`src/rtl/reg_bcd_converter.sv`:
```
// Sequential binary-to-BCD converter: samples a 32-bit value and produces
// value mod 1000 as three BCD digits via a 32-step double dabble engine.
module reg_bcd_converter #(
  parameter int unsigned AUTO_PERIOD = 0
) (
  input  logic        clk,
  input  logic        rst,
  input  logic        start,
  input  logic [31:0] value,
  output logic        busy,
  output logic        done,
  output logic [11:0] bcd,
  output logic        overflow
);

  typedef enum logic {IDLE, CONV} state_t;

  state_t      state, state_next;
  logic [31:0] shift;
  logic [11:0] scratch;
  logic [10:0] adj;
  logic [11:0] scratch_next;
  logic [4:0]  count;
  logic        ovf_pend;
  logic        auto_tick;
  logic        req;

  generate
    if (AUTO_PERIOD == 0) begin : g_no_auto
      assign auto_tick = 1'b0;
    end else begin : g_auto
      localparam int CW = (AUTO_PERIOD > 1) ? $clog2(AUTO_PERIOD) : 1;
      logic [CW-1:0] auto_cnt;

      always_ff @(posedge clk or posedge rst) begin
        if (rst) begin
          auto_cnt <= '0;
        end else if (auto_cnt == CW'(AUTO_PERIOD - 1)) begin
          auto_cnt <= '0;
        end else begin
          auto_cnt <= auto_cnt + CW'(1);
        end
      end

      assign auto_tick = (auto_cnt == CW'(AUTO_PERIOD - 1));
    end
  endgenerate

  assign req  = start | auto_tick;
  assign busy = (state == CONV);

  // Hundreds digit keeps only 3 bits: its top bit is shifted out and dropped,
  // which is what turns the result into value mod 1000.
  always_comb begin
    adj        = '0;
    adj[3:0]   = (scratch[3:0] >= 4'd5) ? scratch[3:0] + 4'd3 : scratch[3:0];
    adj[7:4]   = (scratch[7:4] >= 4'd5) ? scratch[7:4] + 4'd3 : scratch[7:4];
    adj[10:8]  = scratch[10:8] + ((scratch[11:8] >= 4'd5) ? 3'd3 : 3'd0);
    scratch_next = {adj, shift[31]};
  end

  always_ff @(posedge clk or posedge rst) begin
    if (rst) begin
      state <= IDLE;
    end else begin
      state <= state_next;
    end
  end

  always_comb begin
    state_next = state;
    case (state)
      IDLE:    if (req) state_next = CONV;
      CONV:    if (count == 5'd31) state_next = IDLE;
      default: state_next = IDLE;
    endcase
  end

  always_ff @(posedge clk or posedge rst) begin
    if (rst) begin
      shift    <= '0;
      scratch  <= '0;
      count    <= '0;
      ovf_pend <= 1'b0;
      bcd      <= '0;
      overflow <= 1'b0;
      done     <= 1'b0;
    end else begin
      done <= 1'b0;
      case (state)
        IDLE: begin
          if (req) begin
            shift    <= value;
            scratch  <= '0;
            count    <= '0;
            ovf_pend <= (value > 32'd999);
          end
        end
        CONV: begin
          scratch <= scratch_next;
          shift   <= {shift[30:0], 1'b0};
          count   <= count + 5'd1;
          if (count == 5'd31) begin
            bcd      <= scratch_next;
            overflow <= ovf_pend;
            done     <= 1'b1;
          end
        end
        default: ;
      endcase
    end
  end

endmodule

```
`config.mk`:
```
export PLATFORM = sky130hd
export DESIGN_NAME = reg_bcd_converter
export DESIGN_NICKNAME = d
export VERILOG_FILES = /design/src/rtl/reg_bcd_converter.sv
export SDC_FILE = /design/constraint.sdc
export NUM_CORES = 1
export LEC_CHECK = 0
export CAP_MARGIN = 20
export CORE_ASPECT_RATIO = 1.25
export CORE_MARGIN = 2
export CORE_UTILIZATION = 48
export CTS_CLUSTER_DIAMETER = 30
export CTS_CLUSTER_SIZE = 14
export DETAILED_ROUTE_END_ITERATION = 12
export GPL_TIMING_DRIVEN = 0
export PLACE_DENSITY = 0.76
export SLEW_MARGIN = 20
export SYNTH_ARGS = -nofsm -noshare
export SYNTH_HDL_FRONTEND = slang
export SYNTH_SLANG_ARGS = --single-unit
```
`constraint.sdc`:
```
create_clock -name clk -period 1.9 [get_ports clk]
set_clock_uncertainty 0.1 [all_clocks]
set_input_delay 0.285 -clock clk [delete_from_list [all_inputs] [get_ports clk]]
set_output_delay 0.285 -clock clk [all_outputs]
set_load 0.02 [all_outputs]
```
* After elaboration in Yosys (flattened, before gate mapping) *
Index checks and enable logic that the tools add are counted.

operators by class
  add/sub/neg operators = 4
  $mul = 0
  div/mod/pow operators = 0
  $lt $le $gt $ge = 4
  eq/ne operators = 2
  shift operators = 0
  mux-type cells = 14
  bitwise operators = 1
  reductions and logical operators = 2

operator list
  kind                                                             count
  case mux 32 bit (2 select lines)                                 1
  greater-than comparator 32 x 10 -> 1 bit, second input constant  1
  2-to-1 mux 32 bit                                                1
  case mux 12 bit (2 select lines)                                 1
  >= comparator 4 x 3 -> 1 bit, second input constant              3
  2-to-1 mux 12 bit                                                1
  case mux 5 bit (2 select lines)                                  1
  adder 4 x 2 -> 4 bit, second input constant                      2
  2-to-1 mux 4 bit                                                 2
  adder 5 x 1 -> 5 bit, second input constant                      1
  equality test 5 bit, second input constant                       1
  2-to-1 mux 5 bit                                                 1
  2-to-1 mux 1 bit                                                 4
  AND reduction 2 bit                                              2
  adder 3 x 2 -> 3 bit                                             1
  2-to-1 mux 2 bit                                                 1
  inequality test 2 bit, second input constant                     1
  case mux 1 bit (2 select lines)                                  1
  inverter 1 bit                                                   1

storage, ports and cells
  flip-flop bits (word level) = 65
  bits in latches = 0
  bits in writable memories = 0
  memory bits (read-only) = 0
  bits of input ports = 35
  output and inout port bits = 15
  logic and storage cells = 35
  memories = 0

* Logic depth before layout (Yosys ltp) *
Gate-level depths: netlist of run 1.

  word-level depth = 4
  mapped depth = 7
  gate-level depth less buffers = 7

* Least setup slack after synthesis of run 1 *
Ideal clock, no wire load.

  kind = register to register
  start point = register scratch[9]
  end point = register bcd[11]
  library setup time = 128 ps
  arrival time = 1615 ps
  data required time = 1672 ps
  setup slack = 57 ps
  stages on the path, launching flop included = 7
  path buffers = 0
  period minus slack after synthesis = 1843 ps
  path through = dfrtp_1 > o21ai_0 > nand2b_1 > ha_1 > fa_1 > xor2_1 > mux2_1

on the way
  longest elaborated chain between the ends = 3

ends and longest elaborated chain
  what                          line  RTL
  start: declaration            20    logic [11:0] scratch;
  start signal: assignment      100   scratch <= scratch_next;
  >= comparator 4 x 3 -> 1 bit  58    adj[10:8] = scratch[10:8] + ((scratch[11:8] >= 4'd5) ? 3'd3 : 3'd0);
  2-to-1 mux 2 bit              58
  adder 3 x 2 -> 3 bit (*)      58
  end signal: assignment        104   bcd <= scratch_next;
  end: declaration              12    output logic [11:0] bcd,

Every way passes the cells marked *; elsewhere a longest branch is shown, timed or not.
A chain may end at the register's enable or synchronous reset.

* Worst setup path in the final report of run 1 *
Ends and elaborated chain as after synthesis.

==> results of run 1 <==
==> layout by cell type, fill, tap and decap left out, types with 6 or more instances in the layout <==
cell             synthesis  layout
buf_2                    7       6
buf_4                    2       6
clkbuf_1                 4       6
clkbuf_8                 0      10
clkdlybuf4s50_1          0      48
dfrtp_1                 65      65
ha_1                     7       7
mux2i_1                 33      33
nand2_1                 58      57
o21ai_1                 47      48
o22ai_1                  8       8
==> per-layer routing <==
layer,track usage [%],up-vias
met1,26.7,1160
li1,-,1138
met2,34.5,56
met3,4.68,12
met4,7.59,0
met5,0,-
==> per-stage QoR <==
step	TNS, ps	cells	power (mW)	utilization, %
floorplan	0	292	3.68	-
global placement	-1810	425	4.25	59.1
detailed placement	-420	426	4.36	59.5
CTS	0	443	5.53	62.8
global route	-83.3	446	6.00	63.2
finish	0	446	5.56	63.2
==> power by group through the flow <==
stage | Sequential, mW | Combinational, mW | Clock (mW)
finish | 2.29 | 2.11 | 1.16
global route | 2.36 | 2.40 | 1.24
CTS | 2.29 | 2.07 | 1.16
detailed placement | 2.31 | 2.05 | 0
global placement | 2.29 | 1.96 | 0
floorplan | 2.34 | 1.34 | 0
==> cell type report <==
| cell class | instances | area share [%] |
|---|---|---|
| inverter | 9 | 0.969 |
| buffer | 18 | 2.36 |
| timing repair buffer | 53 | 13.7 |
| clock inverter | 3 | 1.03 |
| multi-input combinational | 200 | 33.4 |
| sequential | 65 | 42.0 |
| clock buffer | 13 | 3.84 |
| tap | 85 | 2.75 |
==> worst reg2reg max path: cells and delay by family (launching register included) <==
family	cells	cell delay, ps
DFF	1	420
muxes	1	290
adders and majority gates	2	530
AOI/OAI and AO/OA	1	170
xor gates and xnor gates	1	160
and+or+nand+nor	1	100
==> kinds of logic after synthesis <==
kind of cell | Yosys count | share of synthesized area, %
DFF | 65 | 53.7
muxes | 39 | 13.1
and+or+nand+nor | 79 | 11.8
AOI/OAI and AO/OA | 68 | 12.3
xor gates and xnor gates | 6 | 1.73
buffers and inverters | 27 | 3.88
adders and majority gates | 8 | 3.55
==> cells in the mapped netlist (all sizes together), types with 2 or more instances <==
master  number
mux2i       33
clkbuf       4
nor2         2
nand4        2
xnor2        3
nand2b       4
and3         2
o21ai       49
nand2       58
inv          8
buf         14
xor2         3
a21oi        5
nand3        2
nor4         5
mux2         6
o22ai        8
dfrtp       65
o31ai        2
ha           7
nor3b        3
==> final timing paths <==
check / start / endpoint / slack (ps)
max in group asynchronous: rst / scratch[5] / 780
worst max register to register: scratch[9] / bcd[11] / 9
worst min-delay path: start / busy / 300
worst min register to register: bcd[7] / bcd[7] / 380
worst max-delay path: scratch[9] / bcd[11] / 9
min in group asynchronous: rst / bcd[9] / 310
==> state kept, by name, indices dropped and copies added, names as in the netlist <==
| signal | cells |
|---|---|
| scratch | 12 |
| shift | 32 |
| ovf_pend | 1 |
| overflow | 1 |
| bcd | 12 |
| count | 5 |
| busy | 1 |
| done | 1 |
==> timing repair <==
action,4_1_cts,5_1_grt
buffers inserted,1,3
gates resized for setup,5,1
endpoints found under the setup margin,5,3
pin swaps,0,0
==> flow_summary.ini, run 1 <==
[route]
viasPerCell = 5.30
vias = 2366
route.met2.wl_microns = 3280
wl_per_cell_microns = 14.3
drt-initial-drc-count = 181
wl_met3_microns = 223
drc = 0
wl_met1_microns = 2770
ant_nets = 0
wl_microns = 6390
dr.pass1.iters = 4
dr.max_layer_used = met4

[sta]
tightest_slew_ps = 726
setup_ws_ps = 8.68
final_max_slew_viol_count = 0
slew_headroom_pct = 51.5
period_share_pct = 99.5
hold_viol = 0
max_freq_mhz = 529
whs_ps = 298
period_needed_ps = 1890
setup_viol_count_final = 0

[global_route]
grt_pass1_wl_microns = 11100
grt.overflow.total = 0
grt_max_degree = 35
grt_pass1_vias = 2423
antenna_found_initial = 0
grt_use_total_pct = 21.0

[yosys]
synth_area_leader_cell = dfrtp_1
syn_inst = 292
syn_area_sq_mm = 0.00303
syn-mean-instance-area_sq_um = 10.4
yosysSeqAreaShare_pct = 53.7
synthArstFlopShare_pct = 100
synth_top_area_share_pct = 53.7
synthFlopType = dfrtp_1
ys_types = 35
ys_ff_latch = 65
synth_edf_count = 0
mappedNetlistNets = 335
yosys_warnings = 0
synth_area_leaders = dfrtp_1 54%, mux2i_1 11%, o21ai_1 7.8%

[floorplanning]
die_h_microns = 92.9
core-area_sq_mm = 0.00613
pin_count = 50
dieArea_sq_mm = 0.00697
initial_utilization_pct = 49.5
num_rows = 32
die_x_microns = 75.1

[hold_path]
hp-class = primary input to flop
min_path_cells = 3

[power_and_ir_drop]
sw_frac_of_total_pct = 35.8
p_int_mw = 3.57
power_density_mw_per_mm2 = 1440
switching_power_mw = 1.99
power.share.sequential_pct = 41.2
clock_power_share_pct = 20.8
power_frac_comb_pct = 38.0
p_leak_nw = 1.74
peakVddDrop_uv = 705

[place]
place_ws_ps = -121
dp_hpwl_microns = 4740
gp_congestion = 0.751
io_buffers = 48
dpl_cell_area_sq_mm = 0.00364

[critical_path]
cp_data_required_time_ps = 2020
crit_slowest_cell = dfrtp_1
cp_top_family = adder cells
worst_setup_path_start_kind = flop
worstSetupPathType = flop to flop
path_max_fanout = 3
rr_worst_depth = 6
crit_chain = o21ai_1 -> nand2b_1 -> ha_1 -> fa_2 -> xor2_1 -> mux2_1
arrival_ps = 2010
cpPeakStageDelay_ps = 420
path_depth = 6
path_buf_inv = 0
cp-end-kind = flop

[cts]
post_cts_hold_buffer_count = 0
cts_tree = yes
cts_sinks = 65
cts-buffers-inserted = 9
insertion_delay_ps = 340
ctsRootBufferMaster = clkbuf_8
clk_pin_slew_worst_paths_ps = 70
h-tree-depth = 3
clk_path_buf_depth = 2

[finish]
stdcell_area_sq_mm = 0.00387
post_route_cells_drive_above_1_share_pct = 10.5
final-seq-area_sq_mm = 0.00163
nets = 399
syn_to_final_growth_pct = 27.8
multi_input_area_sq_mm = 0.00129
n_fill_cell = 522
antenna_cells = 0

[flow_run]
cap_violations = 0

[status]
status = finished clean
No activity file was read; power rests on OpenSTA's default activity.
==> run 2: changes to the inputs <==
- CORE_ASPECT_RATIO: 1.25 -> unset
==> run 2 against run 1 <==
Critical path depth is the same. Final cell count decreased by 2.0%. Combinational power about the same.
==> flow_summary.ini, run 2 (same netlist as run 1, synthesis figures left out) <==
[finish]
nets = 400
largest_register_ffs = 32
antenna_cells = 0
largestRegisters = shift: 32 flops, bcd: 12 flops, scratch: 12 flops
n_fill_cell = 494
final_cell_mix = 65 x dfrtp_1, 57 x nand2_1, 48 x o21ai_1, 48 x clkdlybuf4s50_1, 33 x mux2i_1
syn_to_final_growth_pct = 27.8
final_cells = 437
layout_commonest_cell = dfrtp_1
post_route_cells_drive_above_1_share_pct = 11.9
largest-register = shift
final_util_pct = 64.3

[place]
place_inst = 417
io_buffers = 48
place_ws_ps = -134
gp_congestion = 0.755
dp_hpwl_microns = 4720

[power_and_ir_drop]
fin_total_pwr_mw = 5.42
power_density_mw_per_mm2 = 1400
p_leak_nw = 1.75
peakVddDrop_uv = 632

[route]
wl_met1_microns = 3070
vias = 2364
viasPerCell = 5.41
wl_microns = 6540
wl_per_cell_microns = 15.0
drc = 0
wl_met3_microns = 239
dr.max_layer_used = met4
route.met2.wl_microns = 3130
ant_nets = 0
drt-initial-drc-count = 108
dr.pass1.iters = 7

[sta]
setup_viol_count_final = 0
hold_viol = 0
final_max_slew_viol_count = 0
period_needed_ps = 1850
whs_ps = 242
tightest_slew_ps = 541
slew_headroom_pct = 63.8
max_freq_mhz = 542
period_share_pct = 97.2
setup_ws_ps = 53.9

[critical_path]
cp-end-kind = flop
worst_setup_path_start_kind = flop
crit_chain = ha_2 -> and3_1 -> ha_1 -> nand2_2 -> buf_8 -> mux2_1
cp_data_required_time_ps = 2030
arrival_ps = 1970
worstSetupPathType = flop to flop
path_max_fanout = 10
crit_slowest_cell = dfrtp_1
cpPeakStageDelay_ps = 410

[global_route]
grt_pass1_vias = 2368
grt.overflow.total = 0
grt_max_degree = 24
antenna_found_initial = 0
grt_pass1_wl_microns = 11200
grt_use_total_pct = 20.0

[cts]
ctsRootBufferMaster = clkbuf_8
clk_pin_slew_worst_paths_ps = 70
cts_tree = yes
post_cts_hold_buffer_count = 0
insertion_delay_ps = 340
h-tree-depth = 3
clk_path_buf_depth = 2
cts_sinks = 65
cts-buffers-inserted = 9

[hold_path]
hp-class = primary input to asynchronous set/reset pin

[floorplanning]
num_rows = 28
dieArea_sq_mm = 0.00697
initial_utilization_pct = 50.3
die_x_microns = 83.5
die_h_microns = 83.5
pin_count = 50
core-area_sq_mm = 0.00603

[status]
status = finished clean

[flow_run]
cap_violations = 0
-- run 2: path summary, 6_finish.rpt --
kind	start	to	slack, ps	cells past startpoint
worst min register to register	bcd[7]	bcd[7]	380	2
worst max-delay path	count[0]	bcd[10]	50	6
worst min-delay path	rst	bcd[10]	240	2
min in group clk	start	ovf_pend	240	3
worst max register to register	count[0]	bcd[10]	50	6
max in group asynchronous	rst	shift[14]	800	4
-- run 2: cell type report --
type                            instances  area [sq um]  share of cell area [%]
Sequential cell                        65          1630                    42.0
Multi-Input combinational cell        200          1290                    33.4
Timing Repair Buffer                   54           566                    14.6
Clock buffer                            9           124                    3.20
Buffer                                 18          95.1                    2.45
Tap cell                               75          93.8                    2.42
Clock inverter                          7          37.5                   0.969
Inverter                                9          37.5                   0.969
-- run 2: stage by stage --
stage                     instance area (sq um)  setup TNS, ps
final                                      3870              0
after global routing                       3870          -24.3
after CTS                                  3860              0
after detailed placement                   3660           -802
after global placement                     3610          -2400
after floorplan                            3040              0
-- run 2: repair_timing --
item / 4_1_cts / 5_1_grt
buffers inserted: 3 / 1
gates resized for setup: 4 / 4
endpoints found under the hold margin: 0 / 0
endpoints found under the setup margin: 12 / 5
-- run 2: where the power goes --
part	switching (mW)	internal [mW]	total, mW
logic	1.14	0.992	2.13
clock network	0.543	0.458	1.00
registers	0.357	1.94	2.29
-- run 2: critical path: cells and delay by family (launching register included) --
family	cells	cell delay, ps
fa+ha+maj	2	420
buf+inv	1	150
flops	1	410
mux	1	320
simple gates	2	310
-- run 2: layer usage --
metal	track usage, %	vias to the layer above
li1	-	1144
met1	27.7	1161
met2	31.7	51
met3	3.46	8
met4	7.92	0
met5	0	-
==> run 3: changes to the inputs <==
- CORE_MARGIN: 2 -> 3
- REMOVE_ABC_BUFFERS: unset -> 1
==> run 3 against run 2 <==
Via count decreased by 3.6%. Final area did not move. Sequential cell count unchanged. Non-clock buffer count is 16 lower. Routed wire length is 5.6% lower. Global-route usage decreased by 2.3 points. Fmax is 0.36% higher.
==> flow_summary.ini, run 3 (same netlist as run 1, synthesis figures left out) <==
[global_route]
grt_max_degree = 58
grt_use_total_pct = 17.8
grt_pass1_wl_microns = 10200
antenna_found_initial = 0
grt_pass1_vias = 2203
grt.overflow.total = 0

[critical_path]
rr_worst_depth = 6
path_max_fanout = 3
worst_setup_path_start_kind = flop
reg2reg_to = bcd[11]
r2r-start = scratch[8]
worstSetupPathType = flop to flop
reg2reg_slack_ps = 60
arrival_ps = 1960
crit_slowest_cell = dfrtp_1
cp_top_family = adder cells
path_buf_inv = 0
cpPeakStageDelay_ps = 400
cp_data_required_time_ps = 2020
cp-end-kind = flop
crit_chain = o21ai_1 -> nand2b_1 -> ha_2 -> fa_1 -> xor2_1 -> mux2_1

[power_and_ir_drop]
power_frac_comb_pct = 35.9
peakVddDrop_uv = 735
switching_power_mw = 1.98
sw_frac_of_total_pct = 34.6
clock_power_share_pct = 23.4
p_leak_nw = 1.73
power.share.sequential_pct = 40.8
p_int_mw = 3.74
power_density_mw_per_mm2 = 1480

[sta]
final_max_slew_viol_count = 0
setup_viol_count_final = 0
period_share_pct = 96.8
slew_headroom_pct = 52.4
max_freq_mhz = 544
rsz0062_at_grt = yes
tightest_slew_ps = 713
setup_tns_ps = 0
period_needed_ps = 1840
hold_viol = 0

[finish]
n_fill_cell = 500
final_cell_mix = 64 x dfrtp_1, 57 x nand2_1, 48 x o21ai_1, 47 x clkdlybuf4s50_1, 33 x mux2i_1
largestRegisters = shift: 32 flops, bcd: 12 flops, scratch: 12 flops
post_route_cells_drive_above_1_share_pct = 11.0
largest-register = shift
layout_commonest_cell = dfrtp_1
antenna_cells = 0
final_cells = 422
nets = 385
syn_to_final_growth_pct = 27.8
largest_register_ffs = 32

[cts]
cts_tree = yes
post_cts_hold_buffer_count = 0
clk_path_buf_depth = 2
clk_pin_slew_worst_paths_ps = 70
cts_sinks = 65
cts-buffers-inserted = 9
ctsRootBufferMaster = clkbuf_8
h-tree-depth = 3
insertion_delay_ps = 340

[route]
wl_per_cell_microns = 14.6
drt-initial-drc-count = 154
dr.pass1.iters = 4
wl_microns = 6180
viasPerCell = 5.40
ant_nets = 0
drc = 0
vias = 2279

[place]
io_buffers = 49
place_inst = 400
dp_hpwl_microns = 3980
gp_congestion = 0.725

[floorplanning]
core-area_sq_mm = 0.00603
die_x_microns = 85.5
num_rows = 28
pin_count = 50
initial_utilization_pct = 50.3
die_h_microns = 85.5
dieArea_sq_mm = 0.00731

[status]
status = finished clean

[flow_run]
cap_violations = 0

[hold_path]
hp-class = primary input to asynchronous set/reset pin
==> run 3: how the worst max path moves through the flow <==
stage | slack (ps) | to | startpoint | cells past startpoint
floorplan | -1070 | bcd[2] | busy | 3
global placement | -1750 | ovf_pend | start | 5
detailed placement | -300 | bcd[11] | count[0] | 5
CTS | 20 | bcd[11] | count[0] | 5
global route | -3 | bcd[11] | scratch[8] | 6
finish | 60 | bcd[11] | scratch[8] | 6
==> run 3: per-stage QoR <==
stage	worst slack, ps	power, mW	util (%)	area (sq um)	hold WS (ps)
after floorplan	-1070	3.62	-	2950	271
after global placement	-1750	4.19	58.6	3530	365
after detailed placement	-299	4.32	59.4	3580	370
after CTS	19.6	5.75	63.8	3840	85.9
after global routing	-2.83	6.15	64.3	3870	96.8
final	60.5	5.73	64.3	3870	93.8
==> run 3: cell type report <==
type / count / area (sq um) / area share [%]
flip-flops and latches: 65 / 1630 / 42.1
multi-input cells: 201 / 1310 / 33.8
repair buffers: 56 / 576 / 14.9
clock buffers: 11 / 151 / 3.91
well taps: 75 / 93.8 / 2.42
clock inverters: 5 / 77.6 / 2.00
inverters: 9 / 36.3 / 0.936
==> run 3: what timing repair did <==
| action | in CTS | in global routing |
|---|---|---|
| setup endpoints to repair | 15 | 6 |
| gates resized for setup | 5 | 3 |
| gates cloned | 0 | 1 |
| buffers inserted | 3 | 2 |
| pin swaps | 0 | 1 |
==> run 3: metal layers <==
metal / part of all wire, % / vias to the layer above / track usage [%]
met2: 48 / 60 / 28.0
met1: 46 / 1097 / 23.4
li1: - / 1115 / -
met3: 6.0 / 7 / 6.50
met5: 0 / - / 0
met4: 0.74 / 0 / 4.75
==> run 3: power groups by stage <==
stage	registers, mW	clock network (mW)	logic, mW
final	2.33	1.34	2.06
after detailed placement	2.37	0	1.95
after global routing	2.41	1.43	2.31
after global placement	2.41	0	1.77
after floorplan	2.43	0	1.19
after CTS	2.33	1.38	2.04
